`src/rtl/ipid_gpio_receiver.sv`:
```
// Polls IPIDs from a host over GPIO: trigger per index, then read a header, payload and trailer.
// Optional IPID_RETRY_EN: failed frames are retried up to 3 times per IP before aborting.
module ipid_gpio_receiver #(
    parameter int unsigned IPID_N         = 16,
    parameter int unsigned WORD_W         = 16,
    parameter int unsigned IPID_WIDTH     = 256,
    parameter int unsigned TIMEOUT_CYCLES = 1024
) (
    input  logic                  clk,
    input  logic                  rst,
    input  logic                  start,
    input  logic                  ipid_valid_in,
    input  logic [WORD_W-1:0]     ipid_word_in,
    output logic                  ipid_trigger_out,
    output logic [3:0]            ipid_addr_out,
    output logic [IPID_WIDTH-1:0] id_out,
    output logic [3:0]            id_idx_out,
    output logic                  id_valid_out,
    output logic                  done,
    output logic                  error,
    output logic [1:0]            err_code
);

    localparam int unsigned NWords = IPID_WIDTH / WORD_W;
    localparam int unsigned TmoW   = $clog2(TIMEOUT_CYCLES);
    localparam int unsigned WrdW   = $clog2(NWords);
    localparam int unsigned CntW   = (TmoW > WrdW) ? TmoW : WrdW;

    localparam logic [WORD_W-1:0] Header      = WORD_W'(16'h7A7A);
    localparam logic [WORD_W-1:0] Trailer     = WORD_W'(16'hB9B9);
    localparam logic [CntW-1:0]   CntTmo      = CntW'(TIMEOUT_CYCLES - 1);
    localparam logic [CntW-1:0]   CntLastWord = CntW'(NWords - 1);
    localparam logic [3:0]        LastAddr    = 4'(IPID_N - 1);

    typedef enum logic [2:0] {
        StIdle, StTrig, StPayload, StTrail, StRelease, StGap, StDone, StErr
    } state_e;

    state_e                state_q;
    logic [CntW-1:0]       cnt_q;
    logic [3:0]            addr_q;
    logic                  trig_q;
    logic [IPID_WIDTH-1:0] cap_q;
    logic [IPID_WIDTH-1:0] id_q;
    logic [3:0]            idx_q;
    logic                  id_valid_q;
    logic                  done_q;
    logic                  error_q;
    logic [1:0]            err_code_q;
`ifdef IPID_RETRY_EN
    logic [1:0]            retry_q;
    logic                  retry_pend_q;
`endif

    logic       fail;
    logic [1:0] fail_code;

    // Frame protocol violations and timeouts, decoded from the current state.
    always_comb begin
        fail      = 1'b0;
        fail_code = 2'b00;
        unique case (state_q)
            StTrig: begin
                if (ipid_valid_in && ipid_word_in != Header) begin
                    fail      = 1'b1;
                    fail_code = 2'b01;
                end else if (!ipid_valid_in && cnt_q == CntTmo) begin
                    fail      = 1'b1;
                    fail_code = 2'b11;
                end
            end
            StPayload: begin
                if (!ipid_valid_in) begin
                    fail      = 1'b1;
                    fail_code = 2'b10;
                end
            end
            StTrail: begin
                if (!(ipid_valid_in && ipid_word_in == Trailer)) begin
                    fail      = 1'b1;
                    fail_code = 2'b10;
                end
            end
            StRelease: begin
                if (ipid_valid_in && cnt_q == CntTmo) begin
                    fail      = 1'b1;
                    fail_code = 2'b11;
                end
            end
            default: ;
        endcase
    end

    always_ff @(posedge clk) begin
        if (rst) begin
            state_q    <= StIdle;
            cnt_q      <= '0;
            addr_q     <= '0;
            trig_q     <= 1'b0;
            cap_q      <= '0;
            id_q       <= '0;
            idx_q      <= '0;
            id_valid_q <= 1'b0;
            done_q     <= 1'b0;
            error_q    <= 1'b0;
            err_code_q <= 2'b00;
`ifdef IPID_RETRY_EN
            retry_q      <= 2'd0;
            retry_pend_q <= 1'b0;
`endif
        end else begin
            id_valid_q <= 1'b0;
            if (fail) begin
                trig_q <= 1'b0;
                cnt_q  <= '0;
`ifdef IPID_RETRY_EN
                if (retry_q != 2'd3) begin
                    // Let the host release valid, then re-request the same index.
                    retry_q      <= retry_q + 2'd1;
                    retry_pend_q <= 1'b1;
                    state_q      <= StRelease;
                end else begin
                    state_q    <= StErr;
                    error_q    <= 1'b1;
                    err_code_q <= fail_code;
                end
`else
                state_q    <= StErr;
                error_q    <= 1'b1;
                err_code_q <= fail_code;
`endif
            end else begin
                unique case (state_q)
                    StIdle, StDone, StErr: begin
                        if (start) begin
                            state_q    <= StTrig;
                            trig_q     <= 1'b1;
                            cnt_q      <= '0;
                            addr_q     <= '0;
                            done_q     <= 1'b0;
                            error_q    <= 1'b0;
                            err_code_q <= 2'b00;
`ifdef IPID_RETRY_EN
                            retry_q      <= 2'd0;
                            retry_pend_q <= 1'b0;
`endif
                        end
                    end
                    StTrig: begin
                        if (ipid_valid_in) begin
                            state_q <= StPayload;
                            cnt_q   <= '0;
                        end else begin
                            cnt_q <= cnt_q + CntW'(1);
                        end
                    end
                    StPayload: begin
                        // First word shifts all the way up to the MSBs.
                        cap_q <= {cap_q[IPID_WIDTH-WORD_W-1:0], ipid_word_in};
                        if (cnt_q == CntLastWord) begin
                            state_q <= StTrail;
                            cnt_q   <= '0;
                        end else begin
                            cnt_q <= cnt_q + CntW'(1);
                        end
                    end
                    StTrail: begin
                        state_q    <= StRelease;
                        trig_q     <= 1'b0;
                        cnt_q      <= '0;
                        id_q       <= cap_q;
                        idx_q      <= addr_q;
                        id_valid_q <= 1'b1;
`ifdef IPID_RETRY_EN
                        retry_q <= 2'd0;
`endif
                    end
                    StRelease: begin
                        if (!ipid_valid_in) begin
                            cnt_q <= '0;
`ifdef IPID_RETRY_EN
                            if (retry_pend_q) begin
                                retry_pend_q <= 1'b0;
                                state_q      <= StGap;
                            end else
`endif
                            if (addr_q == LastAddr) begin
                                state_q <= StDone;
                                done_q  <= 1'b1;
                            end else begin
                                addr_q  <= addr_q + 4'd1;
                                state_q <= StGap;
                            end
                        end else begin
                            cnt_q <= cnt_q + CntW'(1);
                        end
                    end
                    StGap: begin
                        state_q <= StTrig;
                        trig_q  <= 1'b1;
                        cnt_q   <= '0;
                    end
                    default: state_q <= StIdle;
                endcase
            end
        end
    end

    assign ipid_trigger_out = trig_q;
    assign ipid_addr_out    = addr_q;
    assign id_out           = id_q;
    assign id_idx_out       = idx_q;
    assign id_valid_out     = id_valid_q;
    assign done             = done_q;
    assign error            = error_q;
    assign err_code         = err_code_q;

endmodule

```
`config.mk`:
```
export PLATFORM = sky130hd
export DESIGN_NAME = ipid_gpio_receiver
export DESIGN_NICKNAME = d
export VERILOG_FILES = /design/src/rtl/ipid_gpio_receiver.sv
export SDC_FILE = /design/constraint.sdc
export NUM_CORES = 1
export LEC_CHECK = 0
export BUFFER_PORTS_ARGS = -buffer_cell sky130_fd_sc_hd__buf_2
export CORE_ASPECT_RATIO = 0.5
export CORE_MARGIN = 8
export CORE_UTILIZATION = 55
export CTS_BUF_LIST = sky130_fd_sc_hd__clkbuf_16
export DETAILED_ROUTE_END_ITERATION = 8
export HOLD_SLACK_MARGIN = 0.05
export PLACE_DENSITY = 0.81
export RECOVER_POWER = 50
export SLEW_MARGIN = 20
export SYNTH_ARGS = -nofsm -noshare
export SYNTH_HDL_FRONTEND = slang
export SYNTH_SLANG_ARGS = --single-unit
```
`constraint.sdc`:
```
create_clock -name clk -period 3.7 [get_ports clk]
set_clock_uncertainty 0.15 [all_clocks]
set_input_delay 0.555 -clock clk [delete_from_list [all_inputs] [get_ports clk]]
set_output_delay 0.555 -clock clk [all_outputs]
set_load 0.02 [all_outputs]
```
* After elaboration in Yosys (flattened, before gate mapping)
Index checks and enable logic that the tools add are counted.
Word-level totals: flip-flop bits (word level) 539, latch bits 0, bits in writable memories 0, ROM bits 0, input port bits 20, output and inout bits 270, logic and storage cells 94, memories 0
Operators by class: add/subtract/negate cells 2, $mul 0, divide/modulo/power cells 0, magnitude comparators 0, equal/unequal tests 20, shift operators 0, muxes and demuxes 40, bitwise gates (word level) 1, reduce and logical (&&, ||, !) cells 20
Operators with widths (count):
- 10-bit case mux with 5 select lines | 1
- 10-bit 2-to-1 mux | 4
- 2-bit 2-to-1 mux | 9
- 3-bit case mux with 6 select lines | 1
- 16-bit equality test, second input constant | 1
- 16-bit by 15-bit != test with 1-bit output, second input constant | 1
- 3-bit 2-to-1 mux | 5
- 3-bit equality test, second input constant | 4
- 1-bit 2-to-1 mux | 12
- 4-bit 2-to-1 mux | 3
- 3-bit != test, second input constant | 4
- 10-bit by 1-bit adder with 10-bit output, second input constant | 1
- 10-bit equality test, second input constant | 1
- 10-bit by 4-bit equality test with 1-bit output, second input constant | 1
- 5-bit AND reduction | 2
- 2-bit != test, second input constant | 4
- 2-bit case mux with 4 select lines | 1
- 4-bit case mux with 2 select lines | 1
- 2-bit AND reduction | 4
- 3-bit by 2-bit equality test with 1-bit output, second input constant | 2
- 2-bit nonzero test | 3
- 4-bit by 1-bit adder with 4-bit output, second input constant | 1
- 4-bit equality test, second input constant | 1
- 1-bit logical AND | 4
- other kinds (11) | 12

* Logic depth before layout (Yosys ltp)
Gate-level depths: netlist of the first run.
depth after elaboration 7, depth in mapped cells 9, depth with buffers taken out 6

* Least setup slack after synthesis of the first run
Ideal clock, no wire load.
path type input -> register, start in ipid_valid_in, end reg id_q[100] (netlist: id_out[100]), setup time 0.071 ns, arrival 1.737 ns, required time 3.479 ns, slack 1.742 ns, stages 9, buffers on the path 4, path through buf_4 nand2_2 nor4_4 and4b_1 buf_6 buf_12 buf_12 nand2_2 a21oi_2
On the way: longest elaborated chain between the ends 7, elaborated cells on any way between the ends 13, those cells by class mux: 6; bitwise: 1; reduce/logical: 6
Ends and longest elaborated chain:
- start, declared | line 12 | input logic ipid_valid_in,
- 1-bit logical NOT
- 1-bit logical AND | line 67 | end else if (!ipid_valid_in && cnt_q == CntTmo) begin
- 1-bit 2-to-1 mux | line 67
- 1-bit 2-to-1 mux | line 64 | if (ipid_valid_in && ipid_word_in != Header) begin
- 1-bit case mux with 4 select lines (*) | line 62 | unique case (state_q)
- 1-bit inverter (no source line) (*)
- 2-bit AND reduction (no source line) (*)
- end signal, assigned | line 171 | id_q <= cap_q;
- end, declared | line 44 | logic [IPID_WIDTH-1:0] id_q;
Every way passes the cells marked *; elsewhere a longest branch is shown, timed or not. A chain may end at the register's enable or synchronous reset.

* Worst setup path after layout of the first run
start reg state_q[2], end reg cap_q[168]
On the way: longest elaborated chain between the ends 4, elaborated cells on any way between the ends 7, those cells by class eq/ne: 4; mux: 1; bitwise: 1; reduce/logical: 1
Ends and longest elaborated chain:
- start, declared | line 39 | state_e state_q;
- start signal, assigned | line 96 | state_q <= StIdle;
- start signal, assigned | line 128 | state_q <= StErr;
- start signal, assigned | line 136 | state_q <= StTrig;
- 3-bit equality test, or another cell as far along | line 62
- 1-bit case mux with 4 select lines | line 62
- 1-bit inverter (no source line)
- 2-bit AND reduction (no source line) (*)
- end signal, assigned | line 159 | cap_q <= {cap_q[IPID_WIDTH-WORD_W-1:0], ipid_word_in};
- end, declared | line 43 | logic [IPID_WIDTH-1:0] cap_q;
Marked as above.

==> run summary, run 1 <==
Core Region = 37000 um2
Internal Power = 9.03 mW
Syn Area/Cell = 8.54 um2
DR vias = 16363
TritonCTS clock tree = built
number of global-route vias before repair = 15267
Die Span X = 289 um
Clock Tree Root = clkbuf_16
crit path DAT = 3.14 ns
CTS H-tree lvls = 2
Netlist Area Pre-Place = 20500 um2
Fin. Hold Viols = 0
post-route setup TNS = 0 ns
Synth cell types = 50
# placed instances = 3026
post-route minimum period = 2.89 ns
number of vias per cell = 5.26
Gate power share = 8.4%
crit-path max FO = 45
final WL = 52400 um
worst slew pin tran = 1.25 ns
Setup Crit Path Kind = flop to flop
Hold Crit Depth = 3
row count = 50
async set-reset flop share out of synthesis = 0%
DRT Pass-1 Iters = 6
VDD IR max = 0.335 mV
CTS hold repair buffers = 0
clock share of power = 42.2%
Detail Placement HPWL = 34400 um
clock tree buffer depth = 3
final critical-path share of the clock period = 78.2%
Syn Inst Count = 2400
total track usage = 22.6%
EDFF count, synth = 0
chip height = 152 um
Area Overhead vs Synth = 12.5%
Layout Nets = 2602
post_cts resized = 0
pin count of the biggest net entering global routing = 172
clk slew on worst S/H paths = 0.07 ns
Setup crit end kind = flop
Starting DRT DRC Count = 1615
CTS Sinks = 539
sw frac = 25.4%
Routed wire per std cell = 16.9 um
# port buffers = 289
Max Cap Viol = 0
CP Launch Type = flop
CP peak stage delay = 0.95 ns
leakage = 7.12 nW
worst hold path class = input port to flop
CP Cell Sequence = nor2_1, nand3_2, buf_4, nand2_1, a21oi_1
Net Sw Power = 3.07 mW
sequential area share after synthesis = 52.6%
worst-case reg-to-reg path depth = 5
ANT cells = 0
post-synthesis register bit count = 539
Total Power = 12.1 mW
Placer Congestion = 0.849
# IOs = 290
delay-heaviest family, CP = simple AND/OR/NAND/NOR gates
Synthesized Nets = 2422
max frequency = 345 MHz
RSZ-0062 raised after global routing = false
Max Slew Vio Count = 0
PD cells = 525 nW/um2
Layout Cells excl Fill = 3108
Final Setup Violations = 0
TritonCTS Buffers = 46
required time worst endpoint = 3.95 ns
initial antenna violation count = 0
status = completed
DRC Markers = 0
number of cells on the critical path = 5
Seq pwr share = 49.4%
layout cells sized above 1 = 20.0%
worst rel slew slack = 16.5%
global-route wire length before repair = 83100 um
die area = 44100 um2
Post-DRT Antenna Nets = 0
slowest CP cell = nand3_2
Min Hold Slack = 0.115 ns
Post-CTS Setup Bufs = 0
Buf+Inv Stages, Crit Path = 1
ys flop type = dfxtp_1
worst-skew pair later-pin latency = 0.55 ns
Yosys warning count = 0
Initial Util = 55.3%
GRT overflow = 0
[power groups by stage]
stage	Sequential, mW	Combinational (mW)	Clock [mW]
finish	5.98	1.02	5.11
global route	5.99	1.10	5.45
CTS	5.98	1.02	5.19
detailed placement	6.11	1.01	0
global placement	6.11	1.00	0
floorplan	6.08	0.784	0
[per-stage QoR]
step / util [%] / setup WS (ns) / area (um2)
detailed placement: 59.0 / 1.14 / 21800
global route: 62.3 / 0.655 / 23100
CTS: 63.2 / 1.22 / 23400
global placement: 59.0 / 1.21 / 21800
finish: 62.3 / 0.805 / 23100
floorplan: - / 1.74 / 20500
[cells in the final DEF (no fill, tap or decap), types with 2 or more instances in the layout]
master and instances:
a31oi_1 4, ha_1 2, clkinvlp_4 3, o21ai_0 3, buf_2 18, nor2b_1 3
nand4bb_1 2, buf_4 6, o21ai_1 2, nand4_1 6, nand3_1 6, inv_1 4
dfxtp_1 539, and2_1 4, nand4b_1 3, buf_12 17, and3_1 3, nand2_1 844
xnor2_1 2, xor2_1 8, clkinv_1 4, a21oi_2 200, mux2i_1 2, nor3b_1 3
nor2_1 18, a21oi_1 325, nand2_2 201, clkbuf_1 270, nand2b_1 5, o31ai_1 3
clkbuf_16 46, bufinv_16 9, and4_1 3, or3_1 5, clkinv_2 15, nor4_1 3
nor3_1 2
[worst paths after layout]
path,start,to,slack [ns]
worst max-delay path,state_q[2],cap_q[168],0.81
worst min register to register,id_out[14],id_out[14],0.30
worst min-delay path,ipid_word_in[12],cap_q[12],0.12
worst max register to register,state_q[2],cap_q[168],0.81
[routing by layer]
layer / track usage, % / up-vias / wire length (um)
met3: 3.29 / 105 / 2090
met5: 0 / - / 0
li1: - / 8113 / -
met1: 29.5 / 7752 / 22900
met4: 8.21 / 0 / 1940
met2: 38.0 / 393 / 25500
[worst reg2reg max path, cell delays in order, from the launching register on]
cell and delay (ns):
dfxtp_1 0.50, nor2_1 0.31, nand3_2 0.95, buf_4 0.65, nand2_1 0.12, a21oi_1 0.07
[flip-flops by register name, indices dropped and copies added (netlist names)]
signal	count
id_valid_out	1
error	1
done	1
id_idx_out	4
err_code	2
cnt_q	10
cap_q	256
state_q	3
id_out	256
ipid_trigger_out	1
ipid_addr_out	4
[cells in the mapped netlist (all sizes together), types with 2 or more instances]
master	n	area, um2
a21oi	525	3380
and4	3	26.3
ha	2	25.0
clkbuf	94	353
nand4	6	37.5
o21bai	2	18.8
nand4bb	2	22.5
nor2b	3	18.8
xor2	8	70.1
xnor2	2	17.5
mux2i	2	20.0
nand4b	3	26.3
nor4	4	40.0
o31ai	3	27.5
nor3	2	10.0
nand3	7	35.0
nor3b	3	22.5
nand2b	5	31.3
dfxtp	539	10800
buf	86	780
or3	5	31.3
and2	4	25.0
and3	4	25.0
nor2	18	67.6
a31oi	4	25.0
nand2	1045	4430
o21ai	5	25.0
[area by class of cell]
type	instances	area (um2)
multi-input combinational	1680	8580
timing repair buffer	312	1500
fill	3356	14000
clock buffer	46	1150
clock inverter	36	422
inverter	1	3.75
tap	494	618
sequential	539	10800
[cell families (layout without fill, tap and decap cells)]
group	after synthesis	after routing	synth area share [%]
AND/OR/NAND/NOR	1118	1118	23.8
AO/OA/AOI/OAI	548	548	17.3
flip-flops	539	539	52.6
buffers and inverters	181	395	5.54
XOR/XNOR	10	10	0.427
adder cells (fa/ha/maj)	2	2	0.122
multiplexers	2	2	0.0977
No activity file was read; power rests on OpenSTA's default activity.
==> run 2: changes to the inputs <==
--- a/config.mk
+++ b/config.mk
@@ -8,11 +8,11 @@
 export BUFFER_PORTS_ARGS = -buffer_cell sky130_fd_sc_hd__buf_2
 export CORE_ASPECT_RATIO = 0.5
 export CORE_MARGIN = 8
-export CORE_UTILIZATION = 55
+export CORE_UTILIZATION = 51
 export CTS_BUF_LIST = sky130_fd_sc_hd__clkbuf_16
 export DETAILED_ROUTE_END_ITERATION = 8
 export HOLD_SLACK_MARGIN = 0.05
-export PLACE_DENSITY = 0.81
+export PLACE_DENSITY = 0.79
 export RECOVER_POWER = 50
 export SLEW_MARGIN = 20
 export SYNTH_ARGS = -nofsm -noshare
==> constraint.sdc (replaced) <==
create_clock -name clk -period 2.5 [get_ports clk]
set_clock_uncertainty 0.15 [all_clocks]
set_input_delay 0.375 -clock clk [delete_from_list [all_inputs] [get_ports clk]]
set_output_delay 0.375 -clock clk [all_outputs]
set_load 0.02 [all_outputs]
==> run 2 against run 1 <==
Critical endpoint is now id_out[101]. Setup slack worse by 0.68 ns. Total power is 43% higher. Via count is 2.0% higher. First-iteration DRC count is 6.2% lower. Largest cell class unchanged. Final area is 1.3% higher. Register-to-register slack worse by 0.64 ns. Clock power is 34% higher. Critical path depth is 2 higher. Global-route usage is 0.81 points lower. Cell count is 2.9% higher.
==> run summary, run 2 (same netlist as run 1, synthesis figures left out) <==
status = completed
CP Launch Type = input port
Max Slew Vio Count = 0 (unchanged)
leakage = 7.27 nW (+2.1%)
clock tree buffer depth = 3 (unchanged)
Final Setup Violations = 0 (unchanged)
pre-CTS setup slack = 0.142 ns (-1.00 ns)
Core Region = 40000 um2 (+8.0%)
chip height = 158 um (+3.4%)
DRT Pass-1 Iters = 7 (+1)
Setup crit end kind = flop
CP peak stage delay = 0.57 ns (-0.38 ns)
most frequent cells in the layout = nand2_1 (844), dfxtp_1 (539), a21oi_1 (325)
max frequency = 422 MHz
Max Cap Viol = 0 (unchanged)
Final Util = 58.4% (-3.9 points)
number of global-route vias before repair = 15923 (+4.3%)
crit path DAT = 2.66 ns (-0.48 ns)
PD cells = 741 nW/um2 (+41%)
Initial Util = 51.2% (-4.1 points)
total track usage = 21.8% (-0.81 points)
multi-input logic area = 8590 um2 (+0.13%)
layout cells sized above 1 = 20.2% (+0.17 points)
worst setup margin = 0.130 ns (-0.676 ns)
commonest non-fill, non-tap cell in the layout = nand2_1
Post-DRT Antenna Nets = 0 (unchanged)
post-route minimum period = 2.37 ns
Fin. Hold Viols = 0 (unchanged)
Placer Congestion = 0.872 (+2.7%)
filler cell count = 3712 (+11%)
worst hold path class = input port to flop
# IOs = 290 (unchanged)
Area Overhead vs Synth = 14.0%
DR vias = 16694 (+2.0%)
Reg area = 10800 um2 (unchanged)
# port buffers = 289 (unchanged)
die area = 47200 um2 (+7.2%)
VDD IR max = 0.463 mV (+38%)
row count = 52 (+4.0%)
global-route wire length before repair = 85300 um (+2.6%)
DRC Markers = 0 (unchanged)
slowest CP cell = dlygate4sd3_1
CTS H-tree lvls = 2 (unchanged)
TritonCTS clock tree = built
worst rel slew slack = 55.1% (+39 points)
CP Cell Sequence = dlygate4sd3_1, buf_2, nor3b_1, nand4b_1, buf_12, nand2_1, a21oi_2
TritonCTS Buffers = 47 (+2.2%)
final WL = 54000 um (+3.0%)
CTS Sinks = 539 (unchanged)
worst-skew pair later-pin latency = 0.57 ns (+0.02 ns)
crit-path max FO = 126 (+180%)
worst slew pin tran = 0.674 ns (-0.579 ns)
Clock Tree Root = clkbuf_16
Starting DRT DRC Count = 1515 (-6.2%)
pin count of the biggest net entering global routing = 135 (-22%)
GRT overflow = 0 (unchanged)
RSZ-0062 raised after global routing = false
Setup Crit Path Kind = input port to flop
Detail Placement HPWL = 36000 um (+4.8%)
number of vias per cell = 5.22 (-0.82%)
ANT cells = 0 (unchanged)
Routed wire per std cell = 16.9 um (+0.15%)
initial antenna violation count = 0 (unchanged)
final critical-path share of the clock period = 94.8%
Die Span X = 300 um (+3.6%)
Layout Nets = 2642 (+1.5%)
required time worst endpoint = 2.79 ns (-1.16 ns)
clk slew on worst S/H paths = 0.06 ns (about the same)
post-route setup TNS = 0 ns (unchanged)
[run 2: changes by cell type in the layout (fill, tap and decap cells not counted), sizes merged]
| cell | previous run | this run |
|---|---|---|
| buf | 42 | 61 |
| dlygate4sd3 | 0 | 16 |
| inv | 5 | 16 |
| bufinv | 9 | 2 |
| clkbuf | 316 | 321 |
| clkinvlp | 3 | 1 |
| clkinv | 20 | 21 |
[run 2: report_power, final]
part | internal, mW | switching [mW] | leakage, nW
Clock | 3.64 | 3.21 | 0.742
Sequential | 8.69 | 0.146 | 4.34
Combinational | 0.472 | 1.17 | 2.19
[run 2: final timing paths]
path                                      start     endpoint  slack, ns  depth (start not counted)
worst max-delay path            ipid_word_in[1]  id_out[101]       0.13                          7
worst max register to register       state_q[0]   id_out[98]       0.17                          7
worst min-delay path                        rst  id_out[170]       0.11                          2
worst min register to register       id_out[43]   id_out[43]       0.30                          2
[run 2: area by class of cell]
class,instances,area share [%]
flip-flops and latches,539,46.2
multi-input cells,1680,36.8
repair buffers,351,8.09
clock buffers,47,5.03
well taps,540,2.89
clock inverters,39,1.02
inverters,1,0.0161
[run 2: through the flow]
| stage | power (mW) | hold WS (ns) | area (um2) | cells |
|---|---|---|---|---|
| after detailed placement | 10.7 | 0.292 | 22200 | 3095 |
| after global placement | 10.7 | 0.286 | 22200 | 3095 |
| after floorplan | 10.2 | 0.287 | 20500 | 2400 |
| final | 17.3 | 0.107 | 23400 | 3197 |
| after global routing | 18.0 | 0.110 | 23400 | 3197 |
| after CTS | 17.5 | 0.0938 | 23800 | 3197 |
[run 2: layer usage]
layer | vias up | GRT usage (%) | wire length [um]
met2 | 444 | 36.8 | 25900
met4 | 0 | 10.2 | 2420
met1 | 7903 | 27.6 | 23200
li1 | 8213 | - | -
met5 | - | 0 | 0
met3 | 134 | 3.33 | 2430
[run 2: critical path, delay by kind of cell]
family	cells	cell delay, ns
buf+inv	3	1.02
simple gates	3	1.01
compound gates	1	0.07
[run 2: timing repair]
action / in CTS / in global routing
endpoints found under the hold margin: 16 / 0
resized for setup: 0 / 2
setup buffers: 0 / 0
hold buffers: 16 / 0
setup endpoints to repair: 0 / 10
